$ cat config.mk
export PLATFORM = sky130hd
export DESIGN_NAME = shift_unit_iter
export DESIGN_NICKNAME = d
export VERILOG_FILES = /design/src/rtl/shift_unit_iter.sv
export SDC_FILE = /design/constraint.sdc
export NUM_CORES = 1
export LEC_CHECK = 0
export BUFFER_PORTS_ARGS = -buffer_cell sky130_fd_sc_hd__buf_2
export CAP_MARGIN = 20
export CORE_UTILIZATION = 49
export DETAILED_ROUTE_END_ITERATION = 16
export PLACE_DENSITY = 0.84
export SETUP_SLACK_MARGIN = 0.5
export SYNTH_ARGS = -nofsm -noshare
export SYNTH_HDL_FRONTEND = slang
export SYNTH_SLANG_ARGS = --single-unit
export TNS_END_PERCENT = 1
$ cat constraint.sdc
create_clock -name clk -period 2.5 [get_ports clk]
set_input_delay 0.25 -clock clk [delete_from_list [all_inputs] [get_ports clk]]
set_output_delay 0.25 -clock clk [all_outputs]
set_load 0.05 [all_outputs]
$ cat src/rtl/shift_unit_iter.sv
// shift_unit_iter: multi-cycle SLL/SRL/SRA shifter with valid/ready on both sides.
// Shifts up to STEP bit positions per clock until the requested amount is consumed.
// Optional feature macro: SHIFT_UNIT_ROTATE_EN (op 11 = rotate right when defined,
// otherwise op 11 is a reserved pass-through that completes immediately).
module shift_unit_iter #(
  parameter int WIDTH = 32,
  parameter int STEP  = 1,
  localparam int SHW  = $clog2(WIDTH)
) (
  input  logic             clk,
  input  logic             rst,
  input  logic             in_valid,
  output logic             in_ready,
  input  logic [1:0]       op,
  input  logic [WIDTH-1:0] B,
  input  logic [SHW-1:0]   shamt,
  output logic             out_valid,
  input  logic             out_ready,
  output logic [WIDTH-1:0] res
);

  typedef enum logic [1:0] {
    IDLE  = 2'd0,
    SHIFT = 2'd1,
    DONE  = 2'd2
  } state_e;

  typedef enum logic [1:0] {
    OP_SLL = 2'b00,
    OP_SRL = 2'b01,
    OP_SRA = 2'b10,
    OP_ROR = 2'b11
  } op_e;

  // Step size widened by one bit so STEP == WIDTH is representable.
  localparam logic [SHW:0] STEP_V = (SHW+1)'(STEP);
`ifdef SHIFT_UNIT_ROTATE_EN
  localparam logic [SHW:0] WIDTH_V = (SHW+1)'(WIDTH);
`endif

  state_e           state_q, state_d;
  op_e              op_q, op_d;
  logic [WIDTH-1:0] res_q, res_d;
  logic [SHW-1:0]   rem_q, rem_d;

  logic [SHW:0]     rem_ext;
  logic [SHW:0]     k;
  logic [WIDTH-1:0] shifted;
  logic             load;
  logic             skip;

  // Amount shifted this cycle: whatever remains, capped at STEP.
  always_comb begin
    rem_ext = {1'b0, rem_q};
    k       = (rem_ext < STEP_V) ? rem_ext : STEP_V;
  end

  // One step of the selected shift applied to the working register.
  always_comb begin
    shifted = res_q;
    case (op_q)
      OP_SLL:  shifted = res_q << k;
      OP_SRL:  shifted = res_q >> k;
      OP_SRA:  shifted = $signed(res_q) >>> k;
`ifdef SHIFT_UNIT_ROTATE_EN
      OP_ROR:  shifted = (res_q >> k) | (res_q << (WIDTH_V - k));
`endif
      default: shifted = res_q;
    endcase
  end

  // Handshake outputs: a new request may enter while the current result retires.
  always_comb begin
    out_valid = (state_q == DONE);
    in_ready  = (state_q == IDLE) || ((state_q == DONE) && out_ready);
    res       = res_q;
    load      = in_valid && in_ready;
`ifdef SHIFT_UNIT_ROTATE_EN
    skip      = (shamt == '0);
`else
    skip      = (shamt == '0) || (op == 2'b11);
`endif
  end

  // Next-state and datapath updates; a load overrides the retire-to-IDLE path.
  always_comb begin
    state_d = state_q;
    op_d    = op_q;
    res_d   = res_q;
    rem_d   = rem_q;
    case (state_q)
      IDLE: begin
        state_d = IDLE;
      end
      SHIFT: begin
        res_d = shifted;
        rem_d = rem_q - k[SHW-1:0];
        if (rem_ext <= STEP_V) begin
          state_d = DONE;
        end
      end
      DONE: begin
        if (out_ready) begin
          state_d = IDLE;
        end
      end
      default: state_d = IDLE;
    endcase
    if (load) begin
      op_d    = op_e'(op);
      res_d   = B;
      rem_d   = skip ? '0 : shamt;
      state_d = skip ? DONE : SHIFT;
    end
  end

  // State and datapath registers; reset discards any operation in flight.
  always_ff @(posedge clk or posedge rst) begin
    if (rst) begin
      state_q <= IDLE;
      op_q    <= OP_SLL;
      res_q   <= '0;
      rem_q   <= '0;
    end else begin
      state_q <= state_d;
      op_q    <= op_d;
      res_q   <= res_d;
      rem_q   <= rem_d;
    end
  end

endmodule

Word level (Yosys, flattened, before mapping)

Cells that the tools add are included.

Add/sub/neg operators: 1
$lt $le $gt $ge: 2
Equal/unequal tests: 7
Shift-type cells: 3
Multiplexer cells: 12
Reductions and logical operators: 11

Operators with widths:

| cell                 | number |
|---|---|
| $pmux W32 S3         | 1 |
| $mux W32             | 2 |
| $shl A32 B5 Y32      | 1 |
| $shr A32 B5 Y32      | 1 |
| $sshr A32 B5 Y32     | 1 |
| $mux W5              | 4 |
| $mux W2              | 4 |
| $eq A2 B2 Y1 const B | 3 |
| $le A5 B1 Y1 const B | 1 |
| $logic_not A5 Y1     | 1 |
| $lt A5 B1 Y1 const B | 1 |
| $sub A5 B5 Y5        | 1 |
| $eq A2 B1 Y1 const B | 2 |
| $logic_not A2 Y1     | 2 |
| $pmux W2 S2          | 1 |
| $reduce_and A2 Y1    | 2 |
| $reduce_bool A4 Y1   | 1 |
| $ne A3 B1 Y1 const B | 1 |
| $ne A3 B3 Y1 const B | 1 |
| $logic_and A1 B1 Y1  | 2 |
| $logic_or A1 B1 Y1   | 2 |
| $reduce_bool A2 Y1   | 1 |

Register bits: 41
Bits of input ports: 43
Logic and storage cells: 40

Depth between registers and ports, before layout

Word-level depth: 6
Depth in mapped cells: 9
Depth with buffers taken out: 7

Worst setup path after synthesis

OpenSTA, ideal clock, no wires.

Path type: register to register
Start point: reg op_q[0]
End point: reg res_q[24] (netlist: res[24])
Setup time: 67 ps
Arrival time: 1883 ps
Slack: 550 ps
Stages on the path, launching flop included: 9
Buffers on the path: 1
Period minus slack after synthesis: 1950 ps
Path through: dfrtp_1 > inv_1 > ha_1 > clkbuf_1 > nor2_1 > nor2_1 > a21oi_1 > a2111oi_0 > a221o_1

Cells in the longest elaborated chain, start to end: 4
Elaborated cells on any way between the ends: 8
Those cells by class: eq/ne (2); mux (3); reduce/logical (3)

RTL lines:

| what                                 | RTL line | RTL |
|---|---|---|
| start, declared                      | 42       | `op_e op_q, op_d;` |
| start signal, assigned               | 126      | `op_q <= op_d;` |
| $eq A2 B2 Y1 (tied with other cells) | 61       | `case (op_q)` |
| $pmux W32 S3                         | 61       |  |
| $mux W32                             | 91       | `case (state_q)` |
| $mux W32                             | 109      | `if (load) begin` |
| end signal, assigned                 | 127      | `res_q <= res_d;` |
| end, declared                        | 43       | `logic [WIDTH-1:0] res_q, res_d;` |

Several ways; a longest one is shown, not always the timed one. The select of a mux whose other input is x is not followed.
A chain may end at the register's enable or synchronous reset.

Worst setup path in the final report

Start point: reg rem_q[4]
End point: reg res_q[20] (netlist: res[20])

Cells in the longest elaborated chain, start to end: 6
Elaborated cells on any way between the ends: 8
Those cells by class: order compare (1); shift (3); mux (4)

RTL lines:

| what                                     | RTL line | RTL |
|---|---|---|
| start, declared                          | 44       | `logic [SHW-1:0] rem_q, rem_d;` |
| start signal, assigned                   | 128      | `rem_q <= rem_d;` |
| $lt A5 B1 Y1                             | 55       | `k = (rem_ext < STEP_V) ? rem_ext : STEP_V;` |
| $mux W5 *                                | 55       |  |
| $sshr A32 B5 Y32 (tied with other cells) | 64       | `OP_SRA: shifted = $signed(res_q) >>> k;` |
| $pmux W32 S3 *                           | 61       |  |
| $mux W32 *                               | 91       |  |
| $mux W32 *                               | 109      |  |

Every way passes the cells marked *; elsewhere a longest branch is shown, timed or not. The select of a mux whose other input is x is not followed.

==> metrics.yaml <==
synth_seq_cells: 41
start_kind: "flip-flop"
synth_area_leaders: "dfrtp_1, mux2i_1, o21ai_0, a21oi_1, a22oi_1"
yosysMostFrequentCell: "dfrtp_1"
hold_viol: 0
reg2reg_to: "res[20]$_DFFE_PP0P_"
critPathMaxStageDelay_ps: 580
fillerInstances: 460
crit_type: "reg -> reg"
numCtsBuffers: 5
cts_root_buffer: "clkbuf_8"
syn_inst: 299
skew_ps: 15.6
die_area_mm2: 0.00559
cts_hold_buf: 0
syn_to_final_growth_pct: 23.7
detail_route.iter0.violations: 178
slew_violations: 0
wl_um: 6700
cts_max_path_buffers: 2
synth_nets: 346
rsz0062_at_grt: "true"
hold_ws_ps: 69.7
min_path_type: "in -> async"
ys_seq_area_frac: 0.395
seq_area_mm2: 0.00103
max_cap_viol_count: 0
firstDrtPassIters: 5
max_freq_ghz: 0.509
syn_avg_cell_area_um2: 8.68
pin_count: 77
fin_tns_setup_ps: 0
diodes: 0
reg2reg_from: "rem_q[4]$_DFFE_PP0N_"
first_global_vias: 2343
start_util: 0.508
multi_input_area_mm2: 0.00146
clk-insertion-delay-late_ps: 290
cp_data_required_time_ps: 2670
finalCritPeriodShare: 0.786
rows: 26
yosys_most_used_dff: "dfrtp_1"
nNetsFinal: 418
netlist_area_mm2: 0.00259
drc: 0
slew_headroom: 0.647
status: "complete, no violations"
die_h_um: 74.8
track_usage: 0.251
finalWeightedCongestion: 0.806
synth_edf_count: 0
ys_types: 44
setup_viol: 0
grt_pass1_wl_um: 10800
yosysTopAreaCell: "dfrtp_1"
utilization: 0.628
die-width_um: 74.8
htreeDepth: 2
worstSetupEndpointType: "flip-flop"
reg2reg_depth: 7
ant_nets: 0
yosys_warnings: 0
period_minus_slack_ps: 1970
num_vias: 2605
grt_max_degree: 42
antenna_found_initial: 0
drive_above_1_share: 0.286
synth_common_cells: "dfrtp_1, o21ai_0, a21oi_1"
wl_per_cell_um: 15.2
dp_cells: 430
port_buffers: 76
crit_chain: "or4_4 -> nor2_4 -> buf_4 -> buf_12 -> o21ai_0 -> o22ai_1 -> a21oi_1"
place_hpwl_um: 4610
worstMarginPinSlew_ps: 530
r2r_slack_ps: 530
synth_top_area_share: 0.395
overflow: 0
clock_sinks: 41
slowest_stage: "or4_4"
async_reset_ff_frac: 1.00
cts_tree: "done"
layout.cells.non_filler: 441
clk_pin_slew_ps: 90
arrival_ps: 2140
critPathMaxFanout: 40
coreArea_mm2: 0.00511
viasPerCell: 5.91
final cells by class:
class                   count  area share
clock buffers               5      0.0214
clock inverters             2      0.0109
inverters                   4     0.00468
multi-input cells         230       0.455
repair buffers             89       0.161
flip-flops and latches     41       0.320
well taps                  70      0.0273
worst max-delay path by stage:
stage / slack [ps] / end / depth (start not counted) / startpoint
after CTS: 410 / res[24]$_DFFE_PP0P_ / 5 / rem_q[4]$_DFFE_PP0N_
after global placement: 470 / res[22]$_DFFE_PP0P_ / 6 / rem_q[4]$_DFFE_PP0N_
after global routing: 440 / res[22]$_DFFE_PP0P_ / 6 / rem_q[3]$_DFFE_PP0N_
after detailed placement: 400 / res[22]$_DFFE_PP0P_ / 6 / rem_q[4]$_DFFE_PP0N_
after floorplan: 550 / res[24]$_DFFE_PP0P_ / 8 / op_q[0]$_DFFE_PP0P_
final: 530 / res[20]$_DFFE_PP0P_ / 7 / rem_q[4]$_DFFE_PP0N_
flip-flops by register name, indices dropped and copies added, names as in the netlist:
name / cells
op_q: 2
res: 32
rem_q: 5
state_q: 2
cells in the final DEF (no fill, tap or decap), drive strengths merged, types with 2 or more instances in the layout:
cell type / count
a2111oi: 3
nor3: 7
nor2: 33
xnor2: 2
a21oi: 39
nand2b: 3
mux2i: 23
ha: 4
o22ai: 3
dfrtp: 41
nand2: 17
a2bb2oi: 2
nand3: 3
a31oi: 2
o21ai: 41
or4: 2
clkbuf: 5
buf: 89
o2bb2ai: 2
or2b: 2
or2: 2
a221o: 4
a22oi: 23
inv: 4
nor2b: 4
routing by layer:
metal | part of all wire | vias up | GRT usage
met5 | 0 | - | 0
met2 | 0.50 | 97 | 0.423
li1 | - | 1241 | -
met1 | 0.44 | 1258 | 0.328
met4 | 0.010 | 0 | 0.0839
met3 | 0.049 | 9 | 0.0428
through the flow:
step | setup WS (ps) | cell area (µm²)
2_1_floorplan | 550 | 2590
3_3_place_gp | 468 | 3030
3_5_place_dp | 403 | 3030
4_1_cts | 414 | 3170
5_1_grt | 438 | 3210
6_report | 534 | 3210
kinds of logic after synthesis:
| kind of cell | Yosys count | synth area share |
|---|---|---|
| compound gates | 124 | 0.297 |
| simple gates | 77 | 0.140 |
| flops | 41 | 0.395 |
| buf+inv | 28 | 0.0521 |
| mux | 23 | 0.0887 |
| fa+ha+maj | 4 | 0.0193 |
| xor+xnor | 2 | 0.00675 |
critical path: cells and delay by family, from the launching register on:
kind	cells	cell delay (ps)
and+or+nand+nor	2	720
buffers and inverters	2	320
AOI/OAI and AO/OA	3	400
DFF	1	410
repair_timing:
action	in CTS	in global routing
setup buffers	4	0
pin swaps	1	3
gates resized for setup	1	9
setup endpoints to repair	31	32
Power is left out: the tool's default activity adds up to more than one toggle a clock period on the data nets, which glitch-free logic cannot reach.
